File: config.mk
export PLATFORM = sky130hd
export DESIGN_NAME = subservient_sram_bridge
export DESIGN_NICKNAME = d
export VERILOG_FILES = /design/src/rtl/subservient_sram_bridge.sv
export SDC_FILE = /design/constraint.sdc
export NUM_CORES = 1
export LEC_CHECK = 0
export BUFFER_PORTS_ARGS = -buffer_cell sky130_fd_sc_hd__clkbuf_2
export CAP_MARGIN = 20
export CORE_MARGIN = 5
export CORE_UTILIZATION = 35
export DETAILED_ROUTE_END_ITERATION = 8
export GPL_TIMING_DRIVEN = 0
export PLACE_DENSITY = 0.6
export SLEW_MARGIN = 10
export SYNTH_ARGS = -nofsm -noshare
export SYNTH_HDL_FRONTEND = slang
export SYNTH_SLANG_ARGS = --single-unit
export TNS_END_PERCENT = 5
File: constraint.sdc
create_clock -name i_clk -period 3 [get_ports i_clk]
set_input_delay 0.75 -clock i_clk [delete_from_list [all_inputs] [get_ports i_clk]]
set_output_delay 0.75 -clock i_clk [all_outputs]
set_load 0.005 [all_outputs]
File: src/rtl/subservient_sram_bridge.sv
// SRAM front-end for the subservient SoC.
// One external SRAM is shared between the SERV register file and NUM_WB
// 32-bit Wishbone masters. The register file always wins the port. Each
// Wishbone access is split into 32/sram_dw SRAM beats with per-lane write
// masks. Wishbone masters are served in round-robin order.
module subservient_sram_bridge #(
    parameter int depth     = 512,
    parameter int sram_dw   = 8,
    parameter int NUM_WB    = 2,
    parameter int RF_INVERT = 1,
    parameter int rfaw      = 8,
    parameter int saw       = $clog2(depth * 8 / sram_dw)
) (
    input  logic                    i_clk,
    input  logic                    i_rst,
    // register file side
    input  logic [rfaw-1:0]         i_rf_waddr,
    input  logic [sram_dw-1:0]      i_rf_wdata,
    input  logic                    i_rf_wen,
    input  logic [rfaw-1:0]         i_rf_raddr,
    input  logic                    i_rf_ren,
    output logic [sram_dw-1:0]      o_rf_rdata,
    // SRAM side
    output logic [saw-1:0]          o_sram_waddr,
    output logic [sram_dw-1:0]      o_sram_wdata,
    output logic [sram_dw/8-1:0]    o_sram_wmask,
    output logic                    o_sram_wen,
    output logic [saw-1:0]          o_sram_raddr,
    input  logic [sram_dw-1:0]      i_sram_rdata,
    // Wishbone masters, packed
    input  logic [32*NUM_WB-1:0]    i_wb_adr,
    input  logic [32*NUM_WB-1:0]    i_wb_dat,
    input  logic [4*NUM_WB-1:0]     i_wb_sel,
    input  logic [NUM_WB-1:0]       i_wb_we,
    input  logic [NUM_WB-1:0]       i_wb_stb,
    output logic [32*NUM_WB-1:0]    o_wb_rdt,
    output logic [NUM_WB-1:0]       o_wb_ack
);

    localparam int BEATS = 32 / sram_dw;
    localparam int BW    = (BEATS > 1) ? $clog2(BEATS) : 1;
    localparam int MW    = sram_dw / 8;
    localparam int AW    = $clog2(depth);
    localparam int IW    = (NUM_WB > 1) ? $clog2(NUM_WB) : 1;

    typedef enum logic [1:0] {
        IDLE   = 2'd0,
        XFER   = 2'd1,
        RDWAIT = 2'd2,
        ACK    = 2'd3
    } state_t;

    state_t                  state_q, state_d;
    logic [BW-1:0]           beat_q, beat_d;
    logic [IW-1:0]           rr_q, rr_d;
    logic [IW-1:0]           gnt_q, gnt_d;

    // latched request of the granted master
    logic [AW-3:0]           adr_q;
    logic [31:0]             dat_q;
    logic [3:0]              sel_q;
    logic                    we_q;

    // read assembly: a read beat issued in one cycle is captured the next
    logic                    cap_q;
    logic [BW-1:0]           cap_beat_q;
    logic [31:0]             rbuf_q;
    logic [NUM_WB-1:0][31:0] rdt_q;
    logic [NUM_WB-1:0][31:0] rdt_view;

    logic                    rf_cyc;
    logic                    beat_go;
    logic                    last_beat;
    logic                    req_vld;
    logic [IW-1:0]           req_idx;
    logic [saw-1:0]          wb_addr;
    logic [saw-1:0]          rf_waddr_x;
    logic [saw-1:0]          rf_raddr_x;
    logic [31:0]             dat_sh;
    logic [3:0]              sel_sh;
    logic [sram_dw-1:0]      beat_wdata;
    logic [MW-1:0]           beat_wmask;

    // Any RF strobe owns the SRAM this cycle; the WB beat waits.
    assign rf_cyc    = i_rf_wen | i_rf_ren;
    assign beat_go   = (state_q == XFER) && !rf_cyc && !i_rst;
    assign last_beat = (beat_q == BW'(BEATS - 1));

    // Beat index forms the low SRAM address bits; absent for 32-bit SRAM.
    generate
        if (BEATS > 1) begin : g_beat_addr
            assign wb_addr = saw'({adr_q, beat_q});
        end else begin : g_word_addr
            assign wb_addr = saw'(adr_q);
        end
    endgenerate

    // RF sits at the top of SRAM when inverted.
    assign rf_waddr_x = (RF_INVERT != 0) ? ~saw'(i_rf_waddr) : saw'(i_rf_waddr);
    assign rf_raddr_x = (RF_INVERT != 0) ? ~saw'(i_rf_raddr) : saw'(i_rf_raddr);

    assign dat_sh     = dat_q >> (int'(beat_q) * sram_dw);
    assign sel_sh     = sel_q >> (int'(beat_q) * MW);
    assign beat_wdata = dat_sh[sram_dw-1:0];
    assign beat_wmask = sel_sh[MW-1:0];

    assign o_rf_rdata = i_sram_rdata;

    // Round-robin pick: first strobing master at or after the pointer.
    always_comb begin
        req_vld = 1'b0;
        req_idx = '0;
        for (int i = 0; i < NUM_WB; i++) begin
            if (!req_vld && i_wb_stb[(int'(rr_q) + i) % NUM_WB]) begin
                req_vld = 1'b1;
                req_idx = IW'((int'(rr_q) + i) % NUM_WB);
            end
        end
    end

    // Next-state logic for the Wishbone transfer sequencer.
    always_comb begin
        state_d = state_q;
        beat_d  = beat_q;
        rr_d    = rr_q;
        gnt_d   = gnt_q;
        case (state_q)
            IDLE: begin
                if (req_vld) begin
                    state_d = XFER;
                    beat_d  = '0;
                    gnt_d   = req_idx;
                end
            end
            XFER: begin
                if (beat_go) begin
                    if (last_beat) begin
                        state_d = we_q ? ACK : RDWAIT;
                        beat_d  = '0;
                    end else begin
                        beat_d  = beat_q + 1'b1;
                    end
                end
            end
            RDWAIT: state_d = ACK;
            ACK: begin
                state_d = IDLE;
                rr_d    = (gnt_q == IW'(NUM_WB - 1)) ? '0 : gnt_q + 1'b1;
            end
            default: state_d = IDLE;
        endcase
    end

    // Sequencer state, read buffer and per-master read data registers.
    always_ff @(posedge i_clk) begin
        if (i_rst) begin
            state_q    <= IDLE;
            beat_q     <= '0;
            rr_q       <= '0;
            gnt_q      <= '0;
            cap_q      <= 1'b0;
            cap_beat_q <= '0;
            rbuf_q     <= '0;
            rdt_q      <= '0;
        end else begin
            state_q    <= state_d;
            beat_q     <= beat_d;
            rr_q       <= rr_d;
            gnt_q      <= gnt_d;
            cap_q      <= beat_go && !we_q;
            cap_beat_q <= beat_q;
            if (cap_q) begin
                rbuf_q[int'(cap_beat_q)*sram_dw +: sram_dw] <= i_sram_rdata;
            end
            if (state_q == ACK && !we_q) begin
                rdt_q[gnt_q] <= rbuf_q;
            end
        end
    end

    // Capture the winning master's request at grant time.
    always_ff @(posedge i_clk) begin
        if (state_q == IDLE && req_vld) begin
            adr_q <= i_wb_adr[int'(req_idx)*32 + 2 +: AW - 2];
            dat_q <= i_wb_dat[int'(req_idx)*32 +: 32];
            sel_q <= i_wb_sel[int'(req_idx)*4 +: 4];
            we_q  <= i_wb_we[req_idx];
        end
    end

    // SRAM port steering: RF first, otherwise the current WB beat.
    always_comb begin
        o_sram_wen   = 1'b0;
        o_sram_wmask = '0;
        o_sram_waddr = wb_addr;
        o_sram_wdata = beat_wdata;
        o_sram_raddr = wb_addr;
        if (!i_rst) begin
            if (i_rf_wen) begin
                o_sram_wen   = 1'b1;
                o_sram_wmask = '1;
                o_sram_waddr = rf_waddr_x;
                o_sram_wdata = i_rf_wdata;
            end else if (beat_go && we_q) begin
                o_sram_wen   = |beat_wmask;
                o_sram_wmask = beat_wmask;
            end
            if (i_rf_ren) begin
                o_sram_raddr = rf_raddr_x;
            end
        end
    end

    // Ack and read data for the granted master during the ACK cycle.
    always_comb begin
        o_wb_ack = '0;
        rdt_view = rdt_q;
        if (state_q == ACK && !i_rst) begin
            o_wb_ack[gnt_q] = 1'b1;
            if (!we_q) begin
                rdt_view[gnt_q] = rbuf_q;
            end
        end
    end

    assign o_wb_rdt = rdt_view;

    // Address bits outside the SRAM window and shifted-out mask/data bits.
    logic unused_bits;
    assign unused_bits = ^{i_wb_adr, dat_sh, sel_sh};

endmodule
==> results of run 1 <==
## cells in the mapped netlist, drive strengths merged (9+ instances only)
| cell type | instances |
|---|---|
| mux4 | 9 |
| o21ai | 17 |
| a22o | 64 |
| ha | 10 |
| nand2 | 23 |
| nor2 | 36 |
| a32oi | 32 |
| clkbuf | 16 |
| dfxtp | 105 |
| mux2 | 117 |
| edfxtp | 44 |
| buf | 34 |
## layer usage
metal | vias up | track usage (%)
li1 | 2624 | -
met1 | 2481 | 21.78
met2 | 203 | 28.73
met3 | 17 | 6.148
met4 | 0 | 3.797
met5 | - | 0
## repair_timing
item	CTS	global route
gates resized for setup	4	6
endpoints found under the setup margin	69	61
buffers inserted	7	0
pin swaps	2	0
hold buffers	0	0
## critical path, stage by stage (launching register included)
cell	delay [ns]
dfxtp_2	0.40
ha_4	0.18
nand2_1	0.10
nor3_4	0.22
buf_4	0.18
buf_6	0.17
mux2_2	0.36
clkbuf_2	0.12
## area by class of cell
cell class              instances  share of cell area (%)
inverters                       8                  0.3344
repair buffers                235                   13.46
plain buffers                  50                   3.316
flip-flops and latches        149                   38.14
well taps                     265                   3.692
multi-input cells             348                   34.65
clock buffers                  18                   4.778
clock inverters                14                   1.630
## kinds of logic after synthesis
family | synth area share, %
AND/OR/NAND/NOR | 6.335
multiplexers | 22.39
AO/OA/AOI/OAI | 14.67
buffers and inverters | 4.687
adder cells (fa/ha/maj) | 1.831
flip-flops | 50.09
## power breakdown
group	switching (mW)	internal, mW	total [mW]
Clock	0.860	1.23	2.09
Sequential	0.116	2.39	2.50
Combinational	0.535	0.532	1.07
Total	1.51	4.15	5.66
## state kept, by name (all words and copies together) (netlist names)
name and cells:
rdt_q 64, dat_q 32, rbuf_q 32, adr_q 7, sel_q 4, beat_q 2, cap_beat_q 2, state_q 2
cap_q 1, gnt_q 1, rr_q 1, we_q 1
## metrics by stage
step	power, mW	setup WS, ns	instance area (um2)	instances
after floorplan	3.166	0.4206	6834	555
after global placement	3.585	-0.1898	8302	1047
after detailed placement	3.610	-0.1983	8323	1048
after CTS	5.724	-0.03565	8956	1087
after global routing	5.949	-0.01327	8981	1087
final	5.663	0.09651	8981	1087
## worst paths after layout
kind | startpoint | cells after the start | slack (ns) | endpoint
max | state_q[0] | 7 | 0.1 | o_wb_rdt[55]
max reg2reg | cap_beat_q[0] | 8 | 0.79 | rbuf_q[20]
min reg2reg | rdt_q[3] | 1 | 0.47 | rdt_q[3]
min | rdt_q[3] | 1 | 0.47 | rdt_q[3]
==> run_results.csv, run 1 <==
group,metric,value,unit
outcome,outcome,"finished clean",
route,dr_wl_met2,9318,um
synthesis,synth.area.top_cells,"dfxtp_1, edfxtp_1, mux2_2",
cts,htreeDepth,4,
synthesis,syn_nets,741,
timing,setup_viol,0,
global_routing,first_global_vias,5375,
cts,clock_latency,0.42,ns
route,drt-initial-drc-count,251,
route,wl_met3,1521,um
final_layout,n_antenna_cell,0,
route,routed_wl,19290,um
route,met1Wirelength,8271,um
synthesis,ys_types,39,
synthesis,syn_inst,555,
synthesis,syn_area,0.006834,mm2
cts,cts_tree,"done",
pwr,peakVddDrop,0.3894,mV
route,routed-via-count,5325,
route,top_layer,"met4",
final_layout,num-fill-cells,1809,
final_layout,finalNetCount,995,
floorplanning,die-area,0.02242,mm2
pwr,powerDensity,630.5,mW/mm2
cts,clk_pin_slew,0.06,ns
floorplanning,coreArea,0.01933,mm2
final_layout,multi_input_area,0.003112,mm2
route,drc,0,
synthesis,ys_seq_elements,149,
cts,numCtsBuffers,17,
timing,min_period_over_period,96.78,%
global_routing,grt_usage,17.30,%
final_layout,synthToLayoutAreaGrowth,31.42,%
worst_setup_path,crit_type,"reg2out",
placed_design,gp_congestion,0.7892,
timing,maxSlewViolCount,0,
timing,fin_crit,2.903,ns
final_layout,final_cell_mix,"clkbuf_2, mux2_2, dfxtp_1, a22o_1, edfxtp_1",
timing,setup_tns,0,ns
timing,max-slew-margin-rel,46.24,%
route,drtPass1Iterations,5,
route,avgRoutedWirePerCell,17.75,um
flow_run,maxCapViolCount,0,
timing,whs,0.4671,ns
final_layout,final_common_cell,"clkbuf_2",
synthesis,synth_flop_cell,"dfxtp_1",
synthesis,yosys.area.top_type,"dfxtp_1",
final_layout,register_area,0.003426,mm2
worst_setup_path,path_max_fanout,10,
synthesis,synth_area_per_cell,12.31,um2
synthesis,yosys.area.top_type_share,30.76,%
synthesis,synthArstFlopShare,0,%
cts,cts-root-buf,"clkbuf_16",
pwr,p_leak,3.955,nW
placed_design,hpwl,14410,um
synthesis,yosysWarnings,0,
floorplanning,die_h,149.7,um
timing,hold_viol_final,0,
global_routing,grt_overflow,0,
final_layout,postLayoutCoreUtil,46.45,%
timing,worstMarginPinSlew,0.8027,ns
cts,cts_sinks,149,
global_routing,grt_max_degree,33,
route,postRouteAntennaNets,0,
synthesis,synth_edf_count,44,
floorplanning,rows,51,
worst_setup_path,arrival,2.15,ns
synthesis,yosysSeqAreaShare,50.09,%
global_routing,grt_pass1_wl,29730,um
worst_setup_path,startpoint_type,"register",
floorplanning,io_pins,278,
final_layout,layout-drive-gt1-share,52.43,%
floorplanning,die_w,149.7,um
worst_setup_path,worstSetupEndpointType,"output pin",
floorplanning,initial_utilization,35.35,%
timing,fin_worst_skew,0.01044,ns
timing,fmax,0.3444,GHz
global_routing,antenna_found_initial,0,
worst_setup_path,worstPathRequired,2.25,ns
hold_path,hp-class,"reg2reg",
placed_design,numPortBuffers,227,
cts,clockBufferDepth,2,
route,routed_via_density,4.899,
Note: power is estimated with default switching activity, not from simulation.
==> run 2, diff against run 1 <==
--- a/config.mk
+++ b/config.mk
@@ -5,7 +5,7 @@
 export SDC_FILE = /design/constraint.sdc
 export NUM_CORES = 1
 export LEC_CHECK = 0
-export BUFFER_PORTS_ARGS = -buffer_cell sky130_fd_sc_hd__clkbuf_2
+export BUFFER_PORTS_ARGS = -buffer_cell sky130_fd_sc_hd__buf_2
 export CAP_MARGIN = 20
 export CORE_MARGIN = 5
 export CORE_UTILIZATION = 35
==> run_results.csv, run 2 (synthesis results as in run 1) <==
group,metric,value,unit
outcome,outcome,"finished clean",
timing,fin_worst_skew,0.01182,ns
cts,clockBufferDepth,2,
floorplanning,rows,51,
final_layout,top_register,"rdt_q",
worst_setup_path,reg2reg_from,"cap_beat_q[0]",
cts,cts_sinks,149,
pwr,seqPwrFrac,43.5,%
pwr,p_leak,3.995,nW
pwr,peakVddDrop,0.3490,mV
timing,worstMarginPinSlew,0.8106,ns
cts,numCtsBuffers,17,
cts,cts-root-buf,"clkbuf_16",
timing,rsz0062_at_grt,"false",
final_layout,n_antenna_cell,0,
placed_design,dpl_worst_slack,-0.2142,ns
cts,clock_latency,0.43,ns
route,routed_wl,19560,um
final_layout,synthToLayoutAreaGrowth,31.89,%
worst_setup_path,arrival,2.14,ns
floorplanning,coreArea,0.01933,mm2
worst_setup_path,startpoint,"i_rst",
global_routing,first_global_vias,5481,
worst_setup_path,worstSetupEndpointType,"output pin",
placed_design,gp_congestion,0.7775,
final_layout,top_regs,"rdt_q: 64 flops, dat_q: 32 flops, rbuf_q: 32 flops",
final_layout,layout-drive-gt1-share,52.68,%
floorplanning,die_w,149.7,um
worst_setup_path,path_max_fanout,10,
final_layout,final_common_cell,"buf_2",
final_layout,largest_reg_flops,64,
worst_setup_path,crit_type,"in2out",
global_routing,grt_pass1_wl,30020,um
hold_path,hp-class,"reg2reg",
floorplanning,io_pins,278,
route,drtPass1Iterations,4,
final_layout,fin_cells,1087,
floorplanning,die_h,149.7,um
placed_design,placedCellCount,1048,
timing,fin_crit,2.893,ns
route,routed_via_density,4.948,
pwr,clkPwrFrac,38.0,%
pwr,power_frac_comb,18.5,%
pwr,power.switching,1.551,mW
cts,cts_tree,"done",
final_layout,finalNetCount,995,
route,avgRoutedWirePerCell,17.99,um
pwr,p_int,4.187,mW
route,drc,0,
global_routing,antenna_found_initial,1,
timing,fmax,0.3456,GHz
timing,maxSlewViolCount,0,
timing,max-slew-margin-rel,45.71,%
global_routing,grt_usage,17.37,%
pwr,powerDensity,636.6,mW/mm2
timing,setup_viol,0,
timing,hold_viol_final,0,
global_routing,grt_max_degree,32,
timing,min_period_over_period,96.44,%
floorplanning,die-area,0.02242,mm2
pwr,swShare,27.03,%
floorplanning,initial_utilization,35.35,%
worst_setup_path,worstPathRequired,2.25,ns
route,routed-via-count,5379,
cts,clk_pin_slew,0.06,ns
final_layout,final_cell_mix,"buf_2, mux2_2, dfxtp_1, a22o_1, edfxtp_1",
hold_path,hp-start,"rdt_q[12]",
route,drt-initial-drc-count,314,
placed_design,numPortBuffers,227,
timing,finalWorstSetupSlack,0.1068,ns
cts,postCtsHoldBufs,0,
cts,htreeDepth,4,
global_routing,grt_overflow,0,
route,postRouteAntennaNets,0,
placed_design,hpwl,14460,um
worst_setup_path,startpoint_type,"primary input",
flow_run,maxCapViolCount,0,
-- run 2: changes by cell type in the layout (fill, tap and decap cells not counted), moves of 2 or more --
cell,delta
clkinv_2,-4
clkinv_4,+4
clkbuf_1,-2
clkbuf_2,-226
buf_2,+227
-- run 2: critical path, cell delays in order --
cell and delay (ns):
buf_2 0.12, buf_2 0.27, clkbuf_2 0.32, buf_1 0.39, nor2_1 0.14, buf_2 0.15
-- run 2: area by class of cell --
cell class              count  area, um2
flip-flops and latches    149       3426
inverters                   8      30.03
clock buffers              18      439.2
well taps                 265      331.6
multi-input cells         348       3102
fillers                  1822      10320
repair buffers            235       1221
plain buffers              50      299.0
clock inverters            14      165.2
-- run 2: per-stage QoR --
stage / hold WS, ns / power, mW / cell area, um2 / util, % / TNS [ns]
after detailed placement: 0.4519 / 3.607 / 8323 / 43.05 / -9.882
after global placement: 0.4495 / 3.581 / 8302 / 42.94 / -9.272
final: 0.4669 / 5.738 / 9014 / 46.62 / 0
after floorplan: 0.4351 / 3.166 / 6834 / - / 0
after CTS: 0.4726 / 5.801 / 8999 / 46.54 / 0
after global routing: 0.4860 / 6.004 / 9014 / 46.62 / 0
-- run 2: repair_timing --
item                       CTS  global route
setup endpoints to repair   69            62
pin swaps                    2             1
resized for setup            5             5
gates cloned                 0             0
setup buffers                7             0
-- run 2: metal layers --
metal | routed length, um | global-route usage [%]
met5 | 11 | 0
met1 | 8413 | 21.98
met2 | 9392 | 28.64
met4 | 174 | 5.078
met3 | 1568 | 5.421
-- run 2: power groups by stage --
stage	clock network (mW)	registers [mW]	logic, mW
6_report	2.18	2.50	1.06
5_1_grt	2.31	2.52	1.18
4_1_cts	2.23	2.50	1.07
3_5_place_dp	0	2.54	1.06
3_3_place_gp	0	2.55	1.03
2_1_floorplan	0	2.51	0.660
-- run 2: path summary, 6_finish.rpt --
check                                   end  slack, ns  cells past startpoint
worst min register to register    rdt_q[12]       0.47                      1
worst max register to register   rbuf_q[16]       0.73                      8
worst min-delay path              rdt_q[12]       0.47                      1
worst max-delay path            o_wb_ack[1]       0.11                      6
==> run 3, diff against run 2 <==
--- a/config.mk
+++ b/config.mk
@@ -7,6 +7,7 @@
 export LEC_CHECK = 0
 export BUFFER_PORTS_ARGS = -buffer_cell sky130_fd_sc_hd__buf_2
 export CAP_MARGIN = 20
+export CORE_ASPECT_RATIO = 1.1
 export CORE_MARGIN = 5
 export CORE_UTILIZATION = 35
 export DETAILED_ROUTE_END_ITERATION = 8
==> run_results.csv, run 3 (synthesis results as in run 1) <==
group,metric,value,unit
placed_design,hpwl,14530,um
route,routed_wl,19780,um
hold_path,hp-class,"reg2reg",
timing,fmax,0.3447,GHz
global_routing,grt_usage,17.66,%
floorplanning,die_h,156.6,um
timing,fin_worst_skew,0.01147,ns
cts,clock_latency,0.42,ns
final_layout,num-fill-cells,1809,
cts,clk_pin_slew,0.06,ns
global_routing,first_global_vias,5553,
placed_design,placedCellCount,1030,
route,drc,0,
route,drtPass1Iterations,6,
timing,worstMarginPinSlew,0.7658,ns
timing,setup_viol,0,
timing,rsz0062_at_grt,"true",
outcome,outcome,"finished clean",
cts,numCtsBuffers,17,
timing,fin_crit,2.901,ns
global_routing,antenna_found_initial,1,
global_routing,grt_pass1_wl,30660,um
route,postRouteAntennaNets,0,
cts,cts_tree,"done",
final_layout,top_register,"rdt_q",
timing,min_period_over_period,96.71,%
worst_setup_path,crit_type,"reg2out",
placed_design,placedInstanceArea,0.008300,mm2
timing,maxSlewViolCount,0,
pwr,peakVddDrop,0.3942,mV
worst_setup_path,worstPathRequired,2.25,ns
placed_design,numPortBuffers,227,
final_layout,top_regs,"rdt_q: 64 flops, dat_q: 32 flops, rbuf_q: 32 flops",
placed_design,gp_congestion,0.7789,
final_layout,layout-drive-gt1-share,52.37,%
floorplanning,die-area,0.02242,mm2
global_routing,grt_overflow,0,
worst_setup_path,path_max_fanout,10,
timing,whs,0.4670,ns
floorplanning,io_pins,278,
timing,max-slew-margin-rel,48.71,%
pwr,powerDensity,648.6,mW/mm2
route,avgRoutedWirePerCell,18.47,um
floorplanning,coreArea,0.01916,mm2
pwr,totalPowerFinal,5.842,mW
worst_setup_path,startpoint_type,"register",
cts,cts_sinks,149,
final_layout,postLayoutCoreUtil,47.00,%
route,drt-initial-drc-count,270,
final_layout,fin_cells,1071,
cts,htreeDepth,4,
floorplanning,initial_utilization,35.66,%
timing,hold_viol_final,0,
route,routed_via_density,5.051,
cts,clockBufferDepth,2,
worst_setup_path,worstSetupEndpointType,"output pin",
final_layout,final_common_cell,"buf_2",
cts,postCtsHoldBufs,0,
cts,cts-root-buf,"clkbuf_16",
final_layout,finalNetCount,996,
floorplanning,rows,53,
final_layout,synthToLayoutAreaGrowth,31.80,%
worst_setup_path,arrival,2.15,ns
floorplanning,die_w,143.2,um
final_layout,final_cell_mix,"buf_2, mux2_2, dfxtp_1, a22o_1, edfxtp_1",
final_layout,largest_reg_flops,64,
final_layout,design_area,0.009007,mm2
flow_run,maxCapViolCount,0,
route,routed-via-count,5410,
global_routing,grt_max_degree,33,
pwr,p_leak,4.015,nW
-- run 3: layer usage --
metal  global-route usage, %  wire length [um]  vias up
li1                        -                 -     2626
met1                   22.96              8757     2566
met2                   29.30              9643      205
met3                   4.768              1202       13
met4                   4.484               174        0
met5                       0                 0        -
-- run 3: power by group --
| group | internal [mW] | total [mW] | switching (mW) |
|---|---|---|---|
| Combinational | 0.527 | 1.06 | 0.538 |
| Sequential | 2.39 | 2.50 | 0.113 |
| Clock | 1.40 | 2.28 | 0.873 |
| Total | 4.32 | 5.84 | 1.52 |
-- run 3: final timing paths --
check,startpoint,endpoint,slack (ns),depth (start not counted)
min,rdt_q[31],rdt_q[31],0.47,1
max,state_q[0],o_wb_rdt[8],0.1,7
max reg2reg,cap_beat_q[0],rbuf_q[20],0.75,8
min reg2reg,rdt_q[31],rdt_q[31],0.47,1
-- run 3: repair_timing --
action / CTS / global route
buffers inserted: 8 / 0
resized for setup: 4 / 2
setup endpoints to repair: 67 / 42
pin swaps: 2 / 1
-- run 3: critical path, stage by stage, from the launching register on --
cell and delay, ns:
dfxtp_2 0.37, ha_2 0.21, nand2b_1 0.14, nor3_4 0.22, buf_4 0.16, buf_6 0.15
mux2_2 0.36, buf_2 0.13
-- run 3: cell type report --
class                   count  area, um2  area share, %
flip-flops and latches    149       3426          38.03
multi-input cells         348       3094          34.35
repair buffers            236       1229          13.64
clock buffers              18      429.2          4.765
well taps                 247      309.0          3.431
plain buffers              50      294.0          3.264
clock inverters            14      193.9          2.153
inverters                   8      30.03         0.3334
diodes                      1      2.502        0.02778
-- run 3: through the flow --
step | TNS, ns | setup WS [ns]
2_1_floorplan | 0 | 0.4206
3_3_place_gp | -9.981 | -0.2341
3_5_place_dp | -10.48 | -0.2343
4_1_cts | 0 | 0.02475
5_1_grt | -0.1487 | -0.02476
6_report | 0 | 0.09873
